===== config.mk =====
export PLATFORM = sky130hd
export DESIGN_NAME = dmem_arbiter
export DESIGN_NICKNAME = d
export VERILOG_FILES = /design/src/rtl/dmem_arbiter.sv
export SDC_FILE = /design/constraint.sdc
export NUM_CORES = 1
export LEC_CHECK = 0
export ABC_AREA = 1
export CAP_MARGIN = 10
export CORE_MARGIN = 4
export CORE_UTILIZATION = 41
export CTS_CLUSTER_DIAMETER = 200
export DETAILED_ROUTE_END_ITERATION = 10
export MAX_ROUTING_LAYER = met4
export PLACE_DENSITY = 0.77
export SYNTH_ARGS = -nofsm -noshare
export SYNTH_HDL_FRONTEND = slang
export SYNTH_SLANG_ARGS = --single-unit

===== constraint.sdc =====
create_clock -name clk -period 6.7 [get_ports clk]
set_input_delay 1.34 -clock clk [delete_from_list [all_inputs] [get_ports clk]]
set_output_delay 1.34 -clock clk [all_outputs]
set_load 0.03 [all_outputs]

===== src/rtl/dmem_arbiter.sv =====
// Two-port round-robin arbiter and sequencer in front of a single-ported data memory.
// Port 0 is the core load/store path, port 1 the debug/loader path. One access at a time:
// legal requests hold the memory controls for WAIT_CYCLES cycles, illegal addresses
// bypass memory, and every request ends with a one-cycle response on its own port.
module dmem_arbiter #(
    parameter int unsigned ADDR_W      = 32,
    parameter int unsigned DATA_W      = 32,
    parameter int unsigned MEM_WORDS   = 6,
    parameter int unsigned WAIT_CYCLES = 1
) (
    input  logic              clk,
    input  logic              reset,
    input  logic              req0_valid,
    input  logic              req0_write,
    input  logic [ADDR_W-1:0] req0_addr,
    input  logic [DATA_W-1:0] req0_wdata,
    output logic              req0_ready,
    output logic              rsp0_valid,
    output logic [DATA_W-1:0] rsp0_rdata,
    output logic              rsp0_err,
    input  logic              req1_valid,
    input  logic              req1_write,
    input  logic [ADDR_W-1:0] req1_addr,
    input  logic [DATA_W-1:0] req1_wdata,
    output logic              req1_ready,
    output logic              rsp1_valid,
    output logic [DATA_W-1:0] rsp1_rdata,
    output logic              rsp1_err,
    output logic [ADDR_W-1:0] mem_address,
    output logic              mem_read,
    output logic              mem_write,
    output logic [DATA_W-1:0] mem_write_data,
    input  logic [DATA_W-1:0] mem_data_out
);

    localparam int unsigned CNT_W      = 4;
    localparam int unsigned ADDR_LIMIT = MEM_WORDS * 4;

    typedef enum logic [1:0] {IDLE, ACCESS, RESP} state_t;

    state_t             state;
    logic               last_grant;
    logic [CNT_W-1:0]   cnt;
    logic               cap_id;
    logic               cap_write;

    logic               sel_valid;
    logic               sel_id;
    logic               sel_write;
    logic [ADDR_W-1:0]  sel_addr;
    logic [DATA_W-1:0]  sel_wdata;
    logic               sel_legal;

    // Pick the requester (alternate on contention) and qualify its address
    always_comb begin
        sel_valid  = req0_valid | req1_valid;
        sel_id     = (req0_valid & req1_valid) ? ~last_grant : req1_valid;
        sel_write  = sel_id ? req1_write : req0_write;
        sel_addr   = sel_id ? req1_addr  : req0_addr;
        sel_wdata  = sel_id ? req1_wdata : req0_wdata;
        sel_legal  = (sel_addr[1:0] == 2'b00) && (sel_addr < ADDR_W'(ADDR_LIMIT));
        req0_ready = (state == IDLE) && req0_valid && !sel_id;
        req1_ready = (state == IDLE) && req1_valid &&  sel_id;
    end

    // Sequencer: grant, hold memory controls for the access window, then respond
    always_ff @(posedge clk or posedge reset) begin
        if (reset) begin
            state          <= IDLE;
            last_grant     <= 1'b1;
            cnt            <= '0;
            cap_id         <= 1'b0;
            cap_write      <= 1'b0;
            mem_address    <= '0;
            mem_read       <= 1'b0;
            mem_write      <= 1'b0;
            mem_write_data <= '0;
            rsp0_valid     <= 1'b0;
            rsp0_rdata     <= '0;
            rsp0_err       <= 1'b0;
            rsp1_valid     <= 1'b0;
            rsp1_rdata     <= '0;
            rsp1_err       <= 1'b0;
        end else begin
            rsp0_valid <= 1'b0;
            rsp0_rdata <= '0;
            rsp0_err   <= 1'b0;
            rsp1_valid <= 1'b0;
            rsp1_rdata <= '0;
            rsp1_err   <= 1'b0;
            case (state)
                IDLE: begin
                    if (sel_valid) begin
                        cap_id     <= sel_id;
                        cap_write  <= sel_write;
                        last_grant <= sel_id;
                        if (sel_legal) begin
                            state          <= ACCESS;
                            cnt            <= CNT_W'(WAIT_CYCLES - 1);
                            mem_address    <= sel_addr;
                            mem_write_data <= sel_wdata;
                            mem_read       <= ~sel_write;
                            mem_write      <= sel_write;
                        end else begin
                            state      <= RESP;
                            rsp0_valid <= ~sel_id;
                            rsp0_err   <= ~sel_id;
                            rsp1_valid <= sel_id;
                            rsp1_err   <= sel_id;
                        end
                    end
                end
                ACCESS: begin
                    if (cnt == '0) begin
                        state          <= RESP;
                        mem_address    <= '0;
                        mem_read       <= 1'b0;
                        mem_write      <= 1'b0;
                        mem_write_data <= '0;
                        if (cap_id) begin
                            rsp1_valid <= 1'b1;
                            rsp1_rdata <= cap_write ? '0 : mem_data_out;
                        end else begin
                            rsp0_valid <= 1'b1;
                            rsp0_rdata <= cap_write ? '0 : mem_data_out;
                        end
                    end else begin
                        cnt <= cnt - CNT_W'(1);
                    end
                end
                RESP: begin
                    state <= IDLE;
                end
                default: begin
                    state <= IDLE;
                end
            endcase
        end
    end

endmodule

==> impl_metrics.csv <==
group,metric,value,unit
status,status,"completed",
synthesis,synthCells,748,
critical_path,slowest_delay,0.79,ns
cts,postCtsResizedCells,0,
routing,drcViolationCount,0,
cts,clockRootBuffer,"clkbuf_16",
cts,cts_buffers,17,
die,dieArea,0.0175,mm2
die,die_y,132,um
sta,fin_crit_sh,0.743,
synthesis,synth.cell_area,0.00633,mm2
placed_design,io_buffers,301,
sta,rsz0062_at_grt,"no",
global_route,grt_pass1_vias,5800,
cts,postCtsSetupBuffers,0,
layout,drive_gt1_frac,0.0500,
routing,wl_per_cell,15.4,um
critical_path,crit_top_cell,"nor2_1",
critical_path,critPathLaunchType,"primary input",
routing,num_vias,5862,
routing,detail-route-antenna-nets,0,
critical_path,required,5.36,ns
cts,cts_sinks,143,
global_route,overflow,0,
critical_path,slowest_stage,"clkdlybuf4s50_1",
sta,finalHoldViolCount,0,
synthesis,synth_top_area_share,0.561,
cts,ctsHoldBuffers,0,
die,core_area,0.0151,mm2
cts,clock_latency,0.42,ns
synthesis,yosys_warnings,0,
synthesis,yosysTopAreaCell,"dfrtp_1",
global_route,use_met2,0.367,
pwr,power_density,283,mW/mm2
die,rows,45,
critical_path,cp_max_fo,31,
critical_path,path_class,"primary input to output port",
pwr,p_leak,4.85,nW
cts,cts.path.max_buffers,2,
sta,fin_setup_tns,0,ns
min_path,min_from,"mem_write_data[21]$_DFFE_PP0P_",
cts,cts_tree,"built",
cts,path_clk_slew,0.06,ns
critical_path,endpoint_kind,"output port",
flow_run,maxCapViolations,0,
critical_path,crit_path_cell_trace,"clkdlybuf4s50_1 -> buf_4 -> nor2_1 -> nor2_1 -> buf_4 -> inv_1 -> nor2_1 -> clkdlybuf4s50_1",
global_route,antenna_found_initial,0,
sta,post-route-min-period,4.98,ns
synthesis,ys_ff_latch,143,
cts,htree_levels,4,
pwr,peakVddDrop,0.191,mV
die,initial_core_util,0.418,
synthesis,synthTopCellsByArea,"dfrtp_1, nand2_1, inv_1",
global_route,grt_max_degree,92,
die,die-width,132,um
sta,fin_worst_skew,0.00778,ns
global_route,grtUsageMet3,0.0534,
routing,wirelength,18900,um
sta,slew_viol_final,0,
synthesis,syn_area_per_cell,8.47,um2
sta,finalSetupViolations,0,
critical_path,cp-startpoint,"req1_valid",
global_route,met1_usage,0.263,
placed_design,gp_congestion,0.821,
min_path,hold_path_class,"register to register",
synthesis,ys_types,26,
global_route,grt_use_total,0.223,
critical_path,regToRegStartpoint,"last_grant$_DFFE_PP1P_",
sta,slew_headroom,0.214,
routing,avgViaCountPerCell,4.77,
synthesis,syn_nets,916,
synthesis,yosysSeqAreaShare,0.565,
layout,diodes,0,
sta,tightest_slew,1.18,ns
global_route,busiest_layer,"met2",
layout,fillers,1236,
global_route,grt_pass1_wl,29900,um
routing,drt_iter0_markers,424,
critical_path,cp.arrival,3.64,ns
die,pin_count,302,
layout,syn_to_final_growth,57.3,%
placed_design,dpl.hpwl,13800,um
layout,final_core_util,0.658,
routing,drtPass1Iterations,4,
layout,nets,1197,
sta,clock.fmax,201,MHz
## cells in the final DEF (no fill, tap or decap), types with 3 or more instances in the layout
master,netlist,final
a21oi_1,26,26
buf_4,3,8
nor2_1,43,42
clkinv_2,0,4
clkinvlp_4,0,4
nand3_1,44,44
nand3b_1,27,27
clkdlybuf4s50_1,0,301
nor2_2,2,3
a21boi_0,27,27
dfrtp_1,142,142
inv_6,0,3
nand2_1,255,255
nand2_2,4,4
o21ai_0,4,4
nor3_1,47,47
clkbuf_16,0,17
inv_1,67,66
## metal layers
| layer | up-vias | wire length [um] |
|---|---|---|
| met5 | - | 0 |
| met4 | 0 | 575 |
| li1 | 2904 | - |
| met3 | 35 | 1290 |
| met2 | 240 | 9410 |
| met1 | 2683 | 7610 |
## critical path, delay by kind of cell
family                 cells  cell delay (ns)
buffers and inverters      5             1.85
AND/OR/NAND/NOR            3             0.43
## path summary, 6_finish.rpt
path,slack (ns),to,cells after the start
worst min register to register,0.47,mem_write_data[21]$_DFFE_PP0P_,2
min in group asynchronous,1.47,rsp1_rdata[14]$_DFF_PP0_,2
worst max-delay path,1.72,req0_ready,8
worst min-delay path,0.47,mem_write_data[21]$_DFFE_PP0P_,2
worst max register to register,2.81,mem_write_data[6]$_DFFE_PP0P_,14
max in group asynchronous,4.05,mem_address[18]$_DFFE_PP0P_,3
## metrics by stage
step           hold WS [ns]  area, um2  std cells  power (W)  worst slack (ns)
2_1_floorplan         0.451       6330        748    0.00160              1.52
3_5_place_dp          0.457       9410       1198    0.00197              1.51
3_3_place_gp          0.454       9410       1198    0.00196              1.61
6_report              0.467       9960       1229    0.00282              1.72
5_1_grt               0.480       9960       1229    0.00297              1.46
4_1_cts               0.471       9960       1229    0.00284              1.73
## flip-flops by register name, summed over array words and instances, names as in the netlist, 2 cells and up
signal / count
rsp0_rdata: 32
cnt: 4
state: 2
mem_address: 32
rsp1_rdata: 32
mem_write_data: 32
## synth_stat cells
| library cell | n |
|---|---|
| a21boi_0 | 27 |
| a21boi_1 | 2 |
| a21oi_1 | 26 |
| buf_1 | 4 |
| buf_2 | 14 |
| buf_4 | 3 |
| buf_6 | 5 |
| clkbuf_1 | 21 |
| clkinv_1 | 1 |
| dfrtp_1 | 142 |
| dfstp_2 | 1 |
| ha_1 | 2 |
| inv_1 | 67 |
| inv_2 | 2 |
| nand2_1 | 255 |
| nand2_2 | 4 |
| nand2_4 | 1 |
| nand3_1 | 44 |
| nand3b_1 | 27 |
| nor2_1 | 43 |
| nor2_2 | 2 |
| nor3_1 | 47 |
| o21ai_0 | 4 |
| o21ai_1 | 1 |
| or2_2 | 1 |
| xnor2_1 | 2 |
## final cells by class
class | instances | area, um2 | share of cell area
Clock buffer | 18 | 439 | 0.0441
Timing Repair Buffer | 309 | 3070 | 0.309
Inverter | 70 | 268 | 0.0269
Tap cell | 188 | 235 | 0.0236
Clock inverter | 13 | 115 | 0.0116
Multi-Input combinational cell | 488 | 2250 | 0.226
Sequential cell | 143 | 3580 | 0.359
## report_power, final
group	switching, W	total [W]	internal (W)
Combinational	0.000596	0.000932	0.000336
Clock	0.000355	0.000872	0.000517
Sequential	0.0000507	0.00101	0.000961
Total	0.00100	0.00282	0.00181
## cells by family (layout without fill, tap and decap cells)
logic type | Yosys count | after routing | synth area share
AOI/OAI and AO/OA | 60 | 60 | 0.0589
xor gates and xnor gates | 2 | 2 | 0.00277
adders and majority gates | 2 | 2 | 0.00395
buffers and inverters | 117 | 410 | 0.0798
DFF | 143 | 143 | 0.565
and+or+nand+nor | 424 | 424 | 0.289
(Power assumes the default switching activity.)
